$ cat config.mk
export PLATFORM = sky130hd
export DESIGN_NAME = mod_crc_engine
export DESIGN_NICKNAME = d
export VERILOG_FILES = /design/src/rtl/mod_crc_engine.sv
export SDC_FILE = /design/constraint.sdc
export NUM_CORES = 1
export LEC_CHECK = 0
export ABC_AREA = 1
export BUFFER_PORTS_ARGS = -buffer_cell sky130_fd_sc_hd__buf_2
export CORE_ASPECT_RATIO = 0.5
export CORE_MARGIN = 4
export CORE_UTILIZATION = 45
export CTS_CLUSTER_DIAMETER = 30
export DETAILED_ROUTE_END_ITERATION = 12
export PLACE_DENSITY = 0.68
export SYNTH_ARGS = -nofsm -noshare
export SYNTH_HDL_FRONTEND = slang
export SYNTH_SLANG_ARGS = --single-unit
$ cat constraint.sdc
create_clock -name iclk -period 2.5 [get_ports iclk]
set_input_delay 0.375 -clock iclk [delete_from_list [all_inputs] [get_ports iclk]]
set_output_delay 0.375 -clock iclk [all_outputs]
set_load 0.01 [all_outputs]
$ cat src/rtl/mod_crc_engine.sv
// mod_crc_engine: bit-serial USB CRC5/CRC16 generator and checker, LSB first.
// Ports: iclk/irst_n (sync active-low); istart/imode start a packet; idata/inbits/ilast/ivalid
//   stream beats, accepted when ivalid & oready; obusy, odone pulse, ocrc and ocrc_ok report results.
// Optional: define CRC_CHECK_EN to compare the final register against the USB residual on ocrc_ok.
module mod_crc_engine #(
  parameter int DATA_W = 8,
  parameter int NB_W   = 4
) (
  input  logic              iclk,
  input  logic              irst_n,
  input  logic              istart,
  input  logic              imode,
  input  logic [DATA_W-1:0] idata,
  input  logic [NB_W-1:0]   inbits,
  input  logic              ilast,
  input  logic              ivalid,
  output logic              oready,
  output logic              obusy,
  output logic [15:0]       ocrc,
  output logic              odone,
  output logic              ocrc_ok
);

  typedef enum logic [1:0] {IDLE, WAIT, SHIFT, DONE} state_t;

  localparam logic [NB_W-1:0] NB_FULL = NB_W'(DATA_W);
  localparam logic [NB_W-1:0] NB_ONE  = NB_W'(1);

  state_t            state, state_nxt;
  logic              mode_q;
  logic              last_q;
  logic [DATA_W-1:0] data_q;
  logic [NB_W-1:0]   cnt_q;
  logic [15:0]       crc_q;
  logic [15:0]       crc_step;
  logic [NB_W-1:0]   nbits;
  logic              accept;
  logic              zero_len;

  // One bit of the reflected (right-shifting) CRC. CRC5 lives in [4:0], upper bits kept 0.
  function automatic logic [15:0] crc_bit(input logic [15:0] c, input logic m, input logic d);
    logic fb;
    fb = c[0] ^ d;
    if (m) crc_bit = (c >> 1) ^ (fb ? 16'hA001 : 16'h0000);
    else   crc_bit = {11'd0, (c[4:0] >> 1) ^ (fb ? 5'h14 : 5'h00)};
  endfunction

  function automatic logic [15:0] crc_final(input logic [15:0] c, input logic m);
    crc_final = m ? ~c : {11'd0, ~c[4:0]};
  endfunction

`ifdef CRC_CHECK_EN
  function automatic logic residual_ok(input logic [15:0] c, input logic m);
    residual_ok = m ? (c == 16'hB001) : (c[4:0] == 5'h06);
  endfunction
`endif

  assign crc_step = crc_bit(crc_q, mode_q, data_q[0]);

  // Out-of-range or zero counts mean a full beat.
  assign nbits = ((inbits == '0) || (inbits > NB_FULL)) ? NB_FULL : inbits;

  always_ff @(posedge iclk) begin
    if (!irst_n) state <= IDLE;
    else         state <= state_nxt;
  end

  always_comb begin
    state_nxt = state;
    oready    = 1'b0;
    obusy     = (state != IDLE);
    odone     = 1'b0;
    accept    = 1'b0;
    zero_len  = 1'b0;
    case (state)
      IDLE: begin
        if (istart) state_nxt = WAIT;
      end
      WAIT: begin
        oready = 1'b1;
        if (istart) begin
          state_nxt = WAIT;
        end else if (ivalid) begin
          accept = 1'b1;
          // inbits = 0 on the final beat is the empty-packet encoding.
          if (ilast && (inbits == '0)) begin
            zero_len  = 1'b1;
            state_nxt = DONE;
          end else begin
            state_nxt = SHIFT;
          end
        end
      end
      SHIFT: begin
        if (istart)                 state_nxt = WAIT;
        else if (cnt_q == NB_ONE)   state_nxt = last_q ? DONE : WAIT;
      end
      DONE: begin
        odone     = 1'b1;
        state_nxt = istart ? WAIT : IDLE;
      end
      default: state_nxt = IDLE;
    endcase
  end

  always_ff @(posedge iclk) begin
    if (!irst_n) begin
      crc_q  <= 16'hFFFF;
      mode_q <= 1'b0;
      last_q <= 1'b0;
      data_q <= '0;
      cnt_q  <= '0;
      ocrc   <= 16'h0000;
`ifdef CRC_CHECK_EN
      ocrc_ok <= 1'b0;
`endif
    end else if (istart) begin
      // Start (or abort-and-restart) from any state.
      mode_q <= imode;
      crc_q  <= imode ? 16'hFFFF : 16'h001F;
      ocrc   <= 16'h0000;
`ifdef CRC_CHECK_EN
      ocrc_ok <= 1'b0;
`endif
    end else begin
      if (accept) begin
        data_q <= idata;
        cnt_q  <= nbits;
        last_q <= ilast;
        if (zero_len) begin
          ocrc <= crc_final(crc_q, mode_q);
`ifdef CRC_CHECK_EN
          ocrc_ok <= residual_ok(crc_q, mode_q);
`endif
        end
      end
      if (state == SHIFT) begin
        crc_q  <= crc_step;
        data_q <= data_q >> 1;
        cnt_q  <= cnt_q - NB_ONE;
        // Result is registered on the last shift so it is valid with odone.
        if ((cnt_q == NB_ONE) && last_q) begin
          ocrc <= crc_final(crc_step, mode_q);
`ifdef CRC_CHECK_EN
          ocrc_ok <= residual_ok(crc_step, mode_q);
`endif
        end
      end
    end
  end

`ifndef CRC_CHECK_EN
  assign ocrc_ok = 1'b0;
`endif

endmodule

==> reports/metrics.cfg <==
[synth]
synthMuxAreaShare_pct = 0
async_reset_ff_share_pct = 0
yosys-top-cells-area = dfxtp_1 38%, nand2_1 14%, nor2_1 11%, nand3_1 7.6%, inv_1 5.3%
synth_simple_gate_area_share_pct = 37.2
syn_area_um2 = 2500
ys_warn_count = 0
netlist.area_leader.share_pct = 38.4
synthDistinctLibCells = 26
ys_ff_latch = 48
synthXorXnorAreaFrac_pct = 0
synth_seq_area_share_pct = 38.4
synth_nets = 407
synth_compound_gate_area_share_pct = 12.4
synth_most_common_cell = nand2_1
synth_ff_type = dfxtp_1
synth_top_family_by_area = simple AND/OR/NAND/NOR gates
synth_cells = 387
synth_edf_count = 0
synth.avg_cell_area_um2 = 6.47
yosys.area.top_type = dfxtp_1
netlist_top_cells_count = 96 x nand2_1, 75 x nor2_1, 48 x dfxtp_1
synth_fa_ha_area_share_pct = 1.00

[clock_tree]
clk_pin_slew_ns = 0.09
root_buffer = clkbuf_8
clock_path_buffers = 2
cts_sinks = 48
cts_inserted_buffers = 5
cts_tree = yes
post_cts_buffers = 0
holdBufCountCts = 0
post_cts_resize_count = 0
insertion_delay_ns = 0.30
h-tree-depth = 2

[floorplanning]
num_rows = 18
die_h_um = 60.7
num_io_pins = 38
start_util_pct = 48.7
die_x_um = 113
die_area_um2 = 6890
coreArea_um2 = 5130

[run]
maxCapViolations = 0

[global_route]
grt_pass1_wl_mm = 9.41
overflow = 0
grt_antenna_before_repair = 0
grt_usage_pct = 17.0
grt_pass1_vias = 2129
grt_max_degree = 26

[sta]
rsz0062_at_grt = false
finClkSkew_ns = 0.0106
tns_ns = 0
period_needed_ns = 1.92
max_freq_ghz = 0.521
drv_slew = 0
final.period_utilization_pct = 76.8
final-setup-viol-count = 0
hold_viol_final = 0

[critical_path]
crit_start = state[0]
reg2regPathDepth = 9
critPathCaptureType = flip-flop
reg2reg_from = state[0]
cp.required_ns = 2.71
setup.worst_path.class = reg -> reg
critPathSlowestCell = dfxtp_1
r2r_slack_ns = 0.58
start_kind = flip-flop
crit_path_max_incr_delay_ns = 0.40
cp-endpoint = ocrc[8]
cp_max_fo = 25
path_cells = inv_1 -> nand2_2 -> inv_2 -> nand2_2 -> nor2_8 -> inv_2 -> nand2_1 -> nor2_1 -> nor2_1
r2r_end = ocrc[8]
critPathArrivalTime_ns = 2.13

[placement]
port_buffers = 36
hpwl_mm = 3.96
dp_cells = 478
dpl_cell_area_um2 = 2670
place.gp.congestion = 0.844

[hold_path]
min-delay-path-class = in -> reg
hp-start = idata[7]
whs_path_depth = 3

[route]
ant_nets = 0
drt_iter0_drc = 93
wl_per_cell_um = 11.3
vias = 2390
viasPerCell = 4.92
dr.pass1.iters = 4
drc = 0
drt-total-wl_mm = 5.50

[finish]
stdcell_area_um2 = 2770
post-route-util_pct = 53.9
drive_gt1_share_pct = 15.6
area_growth_pct = 10.5
antennaDiodeCount = 0
nets = 435
n_fill_cell = 534
stdcell_count = 486

[outcome]
status = finished clean

[power]
ir_drop_mv = 0.249
leakagePower_nw = 1.43
p_per_area_nw_per_um2 = 540

[worst min-delay path by stage]
stage / end / slack [ns]
2_1_floorplan: crc_q[9] / 0.46
3_3_place_gp: crc_q[8] / 0.48
3_5_place_dp: crc_q[12] / 0.48
5_1_grt: data_q[7] / 0.29
6_report: data_q[7] / 0.30
4_1_cts: data_q[7] / 0.29
[registers in the layout, summed over array words and instances, names as in the netlist]
| name | count |
|---|---|
| cnt_q | 4 |
| crc_q | 16 |
| data_q | 8 |
| last_q | 1 |
| mode_q | 1 |
| ocrc | 16 |
| state | 2 |
[layout by cell type (no fill, tap or decap)]
master and n:
nand2_1 96, nor2_1 75, dfxtp_1 48, nand3_1 38
buf_2 36, inv_1 35, o21ai_0 21, o21ai_1 17
a21oi_1 10, inv_2 8, clkbuf_8 6, nand2_2 3
o211ai_1 3, nor2_4 2, nand2_4 2, o221ai_1 2
a31oi_1 2, ha_1 2, clkinv_2 2, buf_4 2
nor2_8 1, nor2_2 1, nand3b_1 1, o21ai_2 1
a21oi_2 1, conb_1 1
[power breakdown]
part,switching (mW),leakage [nW],internal (mW)
sequential,0.0279,0.393,0.801
combinational,0.123,0.982,0.0646
clock,0.257,0.0510,0.221
[critical path: cells and delay by family, from the launching register on]
| family | cells | cell delay (ns) |
|---|---|---|
| buf+inv | 3 | 0.60 |
| simple gates | 6 | 0.80 |
| flops | 1 | 0.40 |
[metal layers]
metal,up-vias,track usage (%),share of wire [%]
met3,7,3.78,5.5
met1,1051,22.6,51
met5,-,0,0
met4,0,5.14,1.0
li1,1274,-,-
met2,58,28.5,42
[area by class of cell]
cell class | count | area (um2) | area share, %
Tap cell | 70 | 87.6 | 3.17
Multi-Input combinational cell | 279 | 1270 | 45.9
Clock inverter | 2 | 10.0 | 0.362
Clock buffer | 6 | 82.6 | 2.99
Timing Repair Buffer | 38 | 195 | 7.06
Inverter | 43 | 161 | 5.83
Sequential cell | 48 | 961 | 34.7
[cell families (layout without fill, tap and decap cells)]
family / count (synthesis) / count (layout)
AO/OA/AOI/OAI: 57 / 57
adder cells (fa/ha/maj): 2 / 2
buffers and inverters: 60 / 89
flip-flops: 48 / 48
other: 1 / 1
AND/OR/NAND/NOR: 219 / 219
[through the flow]
| stage | hold WS (ns) | worst slack, ns | total power, mW |
|---|---|---|---|
| after floorplan | 0.459 | 1.13 | 0.984 |
| after global placement | 0.479 | 0.739 | 1.03 |
| after detailed placement | 0.485 | 0.592 | 1.03 |
| after CTS | 0.295 | 0.576 | 1.51 |
| after global routing | 0.295 | 0.351 | 1.58 |
| final | 0.303 | 0.581 | 1.49 |
(Power assumes the default switching activity.)
